`src/rtl/seq_multiplier.sv`:
```
// Sequential shift-add multiplier: one partial-product step per clock, WIDTH steps per product.
// Signed mode multiplies operand magnitudes and negates the result when the signs differ.
module seq_multiplier #(
   parameter int WIDTH = 8
) (
   input  logic                 clk,
   input  logic                 rst,
   input  logic                 start,
   input  logic                 is_signed,
   input  logic [WIDTH-1:0]     a,
   input  logic [WIDTH-1:0]     b,
   output logic                 busy,
   output logic                 done,
   output logic [2*WIDTH-1:0]   z
);

   localparam int CW = (WIDTH > 1) ? $clog2(WIDTH) : 1;

   // Handshake: start is accepted on an edge where busy=0 (IDLE or DONE); a, b and
   // is_signed are captured on that edge only. done is a one-cycle pulse with z valid.
   typedef enum logic [1:0] {
      IDLE = 2'd0,
      RUN  = 2'd1,
      DONE = 2'd2
   } state_t;

   state_t               state;
   logic [WIDTH-1:0]     mcand;
   logic [2*WIDTH-1:0]   acc;
   logic                 neg;
   logic [CW-1:0]        cnt;

   logic [WIDTH-1:0]     a_mag;
   logic [WIDTH-1:0]     b_mag;
   logic [WIDTH:0]       sum;
   logic [2*WIDTH-1:0]   acc_nxt;

   // The magnitude of -2^(W-1) is 2^(W-1), which still fits in WIDTH unsigned bits.
   always_comb begin
      a_mag   = (is_signed && a[WIDTH-1]) ? -a : a;
      b_mag   = (is_signed && b[WIDTH-1]) ? -b : b;
      sum     = {1'b0, acc[2*WIDTH-1:WIDTH]} + (acc[0] ? {1'b0, mcand} : '0);
      acc_nxt = {sum, acc[WIDTH-1:1]};
   end

   always_ff @(posedge clk) begin
      if (rst) begin
         state <= IDLE;
         busy  <= 1'b0;
         done  <= 1'b0;
         z     <= '0;
         mcand <= '0;
         acc   <= '0;
         neg   <= 1'b0;
         cnt   <= '0;
      end else begin
         case (state)
            IDLE, DONE: begin
               done <= 1'b0;
               if (start) begin
                  mcand <= a_mag;
                  acc   <= {{WIDTH{1'b0}}, b_mag};
                  neg   <= is_signed & (a[WIDTH-1] ^ b[WIDTH-1]);
                  cnt   <= '0;
                  busy  <= 1'b1;
                  state <= RUN;
               end else begin
                  busy  <= 1'b0;
                  state <= IDLE;
               end
            end
            RUN: begin
               acc <= acc_nxt;
               cnt <= cnt + CW'(1);
               if (cnt == CW'(WIDTH - 1)) begin
                  z     <= neg ? -acc_nxt : acc_nxt;
                  busy  <= 1'b0;
                  done  <= 1'b1;
                  state <= DONE;
               end
            end
            default: begin
               busy  <= 1'b0;
               done  <= 1'b0;
               state <= IDLE;
            end
         endcase
      end
   end

endmodule
```
`config.mk`:
```
export PLATFORM = sky130hd
export DESIGN_NAME = seq_multiplier
export DESIGN_NICKNAME = d
export VERILOG_FILES = /design/src/rtl/seq_multiplier.sv
export SDC_FILE = /design/constraint.sdc
export NUM_CORES = 1
export LEC_CHECK = 0
export ABC_AREA = 1
export CORE_ASPECT_RATIO = 1.75
export CORE_UTILIZATION = 59
export DETAILED_ROUTE_END_ITERATION = 12
export HOLD_SLACK_MARGIN = 0.03
export PLACE_DENSITY = 0.85
export SETUP_SLACK_MARGIN = 0.02
export SYNTH_ARGS = -nofsm -noshare
export SYNTH_HDL_FRONTEND = slang
export SYNTH_SLANG_ARGS = --single-unit
```
`constraint.sdc`:
```
create_clock -name clk -period 4.5 [get_ports clk]
set_clock_uncertainty 0.15 [all_clocks]
set_input_delay 0.9 -clock clk [delete_from_list [all_inputs] [get_ports clk]]
set_output_delay 0.9 -clock clk [all_outputs]
set_load 0.01 [all_outputs]
```
==> Word level (Yosys, flattened, before mapping) <==
Index checks and enable logic that the tools add are counted.
{ "classes": {"muxes": 14, "div_mod_pow": 0, "n_eq_ne": 5, "bitwise": 3, "mul": 0, "reduce_logical": 9, "n_shift": 0, "n_lt_le_gt_ge": 0, "addsub": 5} }
{ "ops": {"columns": ["op", "count"], "rows": [
  ["$mux 16", 2],
  ["$pmux 16 s2", 1],
  ["$mux 8", 3],
  ["$neg 16->16", 1],
  ["$neg 8->8", 2],
  ["$add 8x8->9", 1],
  ["$pmux 3 s2", 1],
  ["$reduce_and 2->1", 3],
  ["$ne 2x2->1 const B", 2],
  ["$pmux 2 s2", 1],
  ["$reduce_or 2->1", 2],
  ["$add 3x1->3 const B", 1],
  ["$eq 3x3->1 const B", 1],
  ["$mux 1", 3],
  ["$mux 3", 1],
  ["$eq 2x1->1 const B", 1],
  ["$eq 2x2->1 const B", 1],
  ["$logic_and 1x1->1", 2],
  ["$logic_not 2->1", 1],
  ["$mux 2", 1],
  ["$pmux 1 s2", 1],
  ["$reduce_bool 2->1", 1],
  ["$and 1x1->1", 1],
  ["$not 1->1", 1],
  ["$xor 1x1->1", 1]
]} }
{ "totals": {"out_inout_bits": 18, "regBits": 48, "mem_count": 0, "elab_cells": 44, "latch_bits": 0, "ramBits": 0, "inputBits": 20, "rom_bits": 0} }

==> Logic depth before layout (Yosys ltp) <==
{ "depth": {"depth_word": 4, "ltp_mapped": 17} }

==> Least setup slack after synthesis <==
Ideal clock, no wire load.
{ "synth_path": {"path_kind": "register to register", "start": "reg acc[0]", "end": "reg z[15]", "setup_ns": 0.117, "path_slack_ns": 2.100, "synth_period_minus_slack_ns": 2.400, "path_stages_with_launch": 15, "path_buffers": 1, "t_required_ns": 4.233, "t_arrival_ns": 2.133, "cell_sequence": "dfxtp_1 > clkbuf_1 > nand2_1 > inv_1 > ha_1 > fa_1 > or2_1 > nor2_2 > nand3_1 > nor2_2 > nand3_2 > nand2_2 > a21oi_1 > nor2_1 > nor2_1"} }
{ "synth_between": {"elab_chain_len": 4} }
{ "synth_rtl": {"columns": ["element", "line", "rtl"], "rows": [
  ["start: declaration", "29", "logic [2*WIDTH-1:0] acc;"],
  ["start signal: assignment", "62", "acc <= {{WIDTH{1'b0}}, b_mag};"],
  ["start signal: assignment", "73", "acc <= acc_nxt;"],
  ["$mux 8 (*)", "42", "sum = {1'b0, acc[2*WIDTH-1:WIDTH]} + (acc[0] ? {1'b0, mcand} : '0);"],
  ["$add 8x8->9 (*)", "42", null],
  ["$neg 16->16", "76", "z <= neg ? -acc_nxt : acc_nxt;"],
  ["$mux 16 (*)", "76", null],
  ["end signal: assignment", "76", null],
  ["end: declaration", "14", "output logic [2*WIDTH-1:0] z"]
]} }
Mark *: on every way between the ends. The rest lies on a longest branch, timed or not.
A chain may end at the register's enable or synchronous reset.

==> Worst setup path in the final report <==
Ends and elaborated chain as after synthesis.

==> results.sh <==
export IMPL_placement_stage_worst_setup_slack_ps=1800
export IMPL_globalplace_congestion=0.885
export IMPL_power_density_nw_per_um2=289
export IMPL_slew_viol_final=0
export IMPL_start_util=0.613
export IMPL_maxCapViolCount=0
export IMPL_cts_sink_count=47
export IMPL_critical_path_slowest_cell="sky130_fd_sc_hd__dfxtp_1"
export IMPL_grt_antenna_before_repair=0
export IMPL_worstPathCellList="nand2_1 -> inv_1 -> ha_1 -> fa_1 -> or2_1 -> nor2_2 -> nand3_1 -> nor2_2 -> nand3_2 -> nand2_2 -> a21oi_1 -> nor2_1 -> nor2_1"
export IMPL_synth_sequential_area_ratio=0.329
export IMPL_layout_setup_ws_ps=1930
export IMPL_share_of_the_synthesized_area_in_the_top_cell_type=0.329
export IMPL_crit_path_max_incr_delay_ps=490
export IMPL_critical_path_startpoint_type="flop"
export IMPL_ir_worst_vdd_v=0.000266
export IMPL_number_of_diodes_added_for_antenna_fixing=0
export IMPL_totalNegativeSetupSlack_ps=0
export IMPL_detailed_place_hpwl_mm=5.14
export IMPL_clk_insertion_delay_late_ps=310
export IMPL_report_power_total_uw=977
export IMPL_timing_hold_worst_path_depth=1
export IMPL_dpl_cell_area_um2=3250
export IMPL_grt_first_pass_wirelength_mm=11.4
export IMPL_ys_top_cells_by_area="sky130_fd_sc_hd__dfxtp_1 (33%), sky130_fd_sc_hd__nand2_1 (12%), sky130_fd_sc_hd__inv_1 (7.7%), sky130_fd_sc_hd__nand3_1 (6.1%), sky130_fd_sc_hd__ha_1 (5.7%)"
export IMPL_synthFlopType="sky130_fd_sc_hd__dfxtp_1"
export IMPL_worstPathMaxFanout=9
export IMPL_synth_edff_count=0
export IMPL_multi_input_comb_area_um2=1600
export IMPL_net_count_final=487
export IMPL_port_buffers=37
export IMPL_rsz0062_at_grt="no"
export IMPL_report_final_hold_viol_count=0
export IMPL_sequential_cell_area_um2=941
export IMPL_ys_ff_latch=47
export IMPL_ys_warnings_count=0
export IMPL_synth_cell_types=37
export IMPL_die_width_um=54.6
export IMPL_beginning_of_the_critical_path="acc[0]$_SDFFE_PP0P_"
export IMPL_vias=2859
export IMPL_routed_wl_mm=6.91
export IMPL_global_route_usage_total=0.302
export IMPL_buffers_from_clock_root_to_sink_at_most=2
export IMPL_path_clk_slew_ps=80
export IMPL_cts_repair_resize_count=0
export IMPL_timing_final_crit_share=0.571
export IMPL_detail_route_wl_per_cell_um=13.7
export IMPL_syn_instance_count=419
export IMPL_cts_buffers_inserted=5
export IMPL_grt_max_degree=35
export IMPL_layout_cells_non_filler=506
export IMPL_timing_reg2reg_worst_path_depth=13
export IMPL_run_status="finished clean"
export IMPL_die_area_um2=5140
export IMPL_worst_endpoint_required_ps=4550
export IMPL_fin_area_um2=3380
export IMPL_final_setup_viol_count=0
export IMPL_area_growth_syn_to_layout_pct=18.2
export IMPL_clock_tree_htree_level_count=2
export IMPL_boundaryPins=38
export IMPL_num_rows=33
export IMPL_fmaxAchievable_ghz=0.389
export IMPL_syn_cell_area_um2=2860
export IMPL_grt_overflow_total=0
export IMPL_timing_rr_start="acc[0]$_SDFFE_PP0P_"
export IMPL_post_place_cells=498
export IMPL_critPathCaptureType="flop"
export IMPL_drcViolationCount=0
export IMPL_route_antenna_remaining_nets=0
export IMPL_postSynth_asyncResetShare=0
export IMPL_detailedRoute_firstPassIterationCount=4
export IMPL_number_of_global_route_vias_before_repair=2733
export IMPL_die_height_um=94.1
export IMPL_timing_critical_path_arrival_ps=2620
export IMPL_cts_root_buf="sky130_fd_sc_hd__clkbuf_8"
export IMPL_synthesis_area_per_instance_um2=6.82
export IMPL_min_delay_start="cnt[0]$_SDFFE_PP0P_"
export IMPL_viasPerCell=5.65
export IMPL_dr_first_iter_drc_count=84
export IMPL_cts_setup_buffers=0
export IMPL_syn_nets=453
export IMPL_setup_worst_path_class="reg2reg"
export IMPL_r2r_setup_slack_ps=1930
export IMPL_cts_tree="done"
export IMPL_yosysTopAreaCell="sky130_fd_sc_hd__dfxtp_1"
export IMPL_core_area_um2=4670
export IMPL_worstHoldPathType="reg2reg"
export IMPL_static_leakage_power_uw=0.00159
export IMPL_worst_pin_slew_ps=737
export IMPL_fillerInstances=391
export IMPL_post_cts_hold_buffer_count=0
export IMPL_maxSlewHeadroom=0.507
export IMPL_final_layout_size_suffix_gt1_frac=0.0859
export IMPL_period_needed_ps=2570
-- metrics by stage --
step / hold WS [ps] / utilization
floorplan: 279 / -
global placement: 296 / 0.696
detailed placement: 301 / 0.696
CTS: 315 / 0.725
global route: 332 / 0.725
finish: 312 / 0.725
-- report_power, final --
| group | leakage, µW | total (µW) | internal [µW] | switching, µW |
|---|---|---|---|---|
| Combinational | 0.00114 | 160 | 61.2 | 98.8 |
| Clock | 0.0000654 | 368 | 222 | 145 |
| Sequential | 0.000383 | 449 | 431 | 17.6 |
-- flip-flops by register name, indices dropped and copies added (netlist names) --
signal and count:
mcand 8, z 16, cnt 3, state 1
done 1, busy 1, acc 16, neg 1
-- cell families after synthesis --
| logic type | after synthesis | synth area share |
|---|---|---|
| AOI/OAI and AO/OA | 81 | 0.169 |
| xor gates and xnor gates | 10 | 0.0333 |
| adders and majority gates | 14 | 0.0639 |
| buffers and inverters | 81 | 0.112 |
| DFF | 47 | 0.329 |
| and+or+nand+nor | 186 | 0.292 |
-- cell usage after synthesis (2+ instances only) --
cell type                  count
sky130_fd_sc_hd__o21a_1        4
sky130_fd_sc_hd__nand3_1      35
sky130_fd_sc_hd__nor3_1        5
sky130_fd_sc_hd__buf_2         4
sky130_fd_sc_hd__a211oi_1      2
sky130_fd_sc_hd__dfxtp_1      47
sky130_fd_sc_hd__xor2_1        7
sky130_fd_sc_hd__inv_2         7
sky130_fd_sc_hd__a31oi_1       8
sky130_fd_sc_hd__clkbuf_1      6
sky130_fd_sc_hd__o21ai_0      23
sky130_fd_sc_hd__o221ai_1      9
sky130_fd_sc_hd__nand2_4       2
sky130_fd_sc_hd__nor2_2        6
sky130_fd_sc_hd__o21ai_1       3
sky130_fd_sc_hd__nor2_1       26
sky130_fd_sc_hd__xnor2_1       2
sky130_fd_sc_hd__inv_1        59
sky130_fd_sc_hd__clkinv_1      3
sky130_fd_sc_hd__nand4_1       3
sky130_fd_sc_hd__a21oi_1      24
sky130_fd_sc_hd__ha_1         13
sky130_fd_sc_hd__nand2_1      94
sky130_fd_sc_hd__nand2_2       9
sky130_fd_sc_hd__o211ai_1      4
sky130_fd_sc_hd__nand3_2       3
-- path summary, 6_finish.rpt --
| path | end |
|---|---|
| setup / recovery | z[15]$_SDFFE_PP0P_ |
| hold / removal | cnt[0]$_SDFFE_PP0P_ |
| setup reg to reg | z[15]$_SDFFE_PP0P_ |
| hold reg to reg | cnt[0]$_SDFFE_PP0P_ |
-- placed cells by master, fill, tap and decap left out, drive strengths merged, types with 5 or more instances in the layout --
cell type / Yosys / layout
nand2: 105 / 105
inv: 66 / 66
dfxtp: 47 / 47
nand3: 38 / 38
clkdlybuf4s50: 0 / 37
nor2: 32 / 32
o21ai: 27 / 27
a21oi: 24 / 24
ha: 13 / 13
o221ai: 9 / 9
a31oi: 8 / 8
xor2: 7 / 7
clkbuf: 6 / 6
nor3: 5 / 5
-- cell type report --
cell class | instances | share of cell area
clock buffers | 6 | 0.0215
clock inverters | 2 | 0.0178
inverters | 69 | 0.0766
multi-input cells | 291 | 0.473
flip-flops and latches | 47 | 0.278
well taps | 52 | 0.0192
repair buffers | 39 | 0.114
-- routing by layer --
| layer | vias up | part of all wire | global-route usage |
|---|---|---|---|
| met4 | 0 | 0.036 | 0.152 |
| met2 | 78 | 0.56 | 0.565 |
| met3 | 21 | 0.030 | 0.0356 |
| met5 | - | 0 | 0 |
| met1 | 1312 | 0.37 | 0.298 |
| li1 | 1448 | - | - |
-- critical path, delay by kind of cell, from the launching register on --
kind | cells | cell delay, ps
AO/OA/AOI/OAI | 1 | 70
adder cells (fa/ha/maj) | 2 | 700
buffers and inverters | 1 | 60
flip-flops | 1 | 490
AND/OR/NAND/NOR | 9 | 1010
Power figures use the tool's default switching activity.
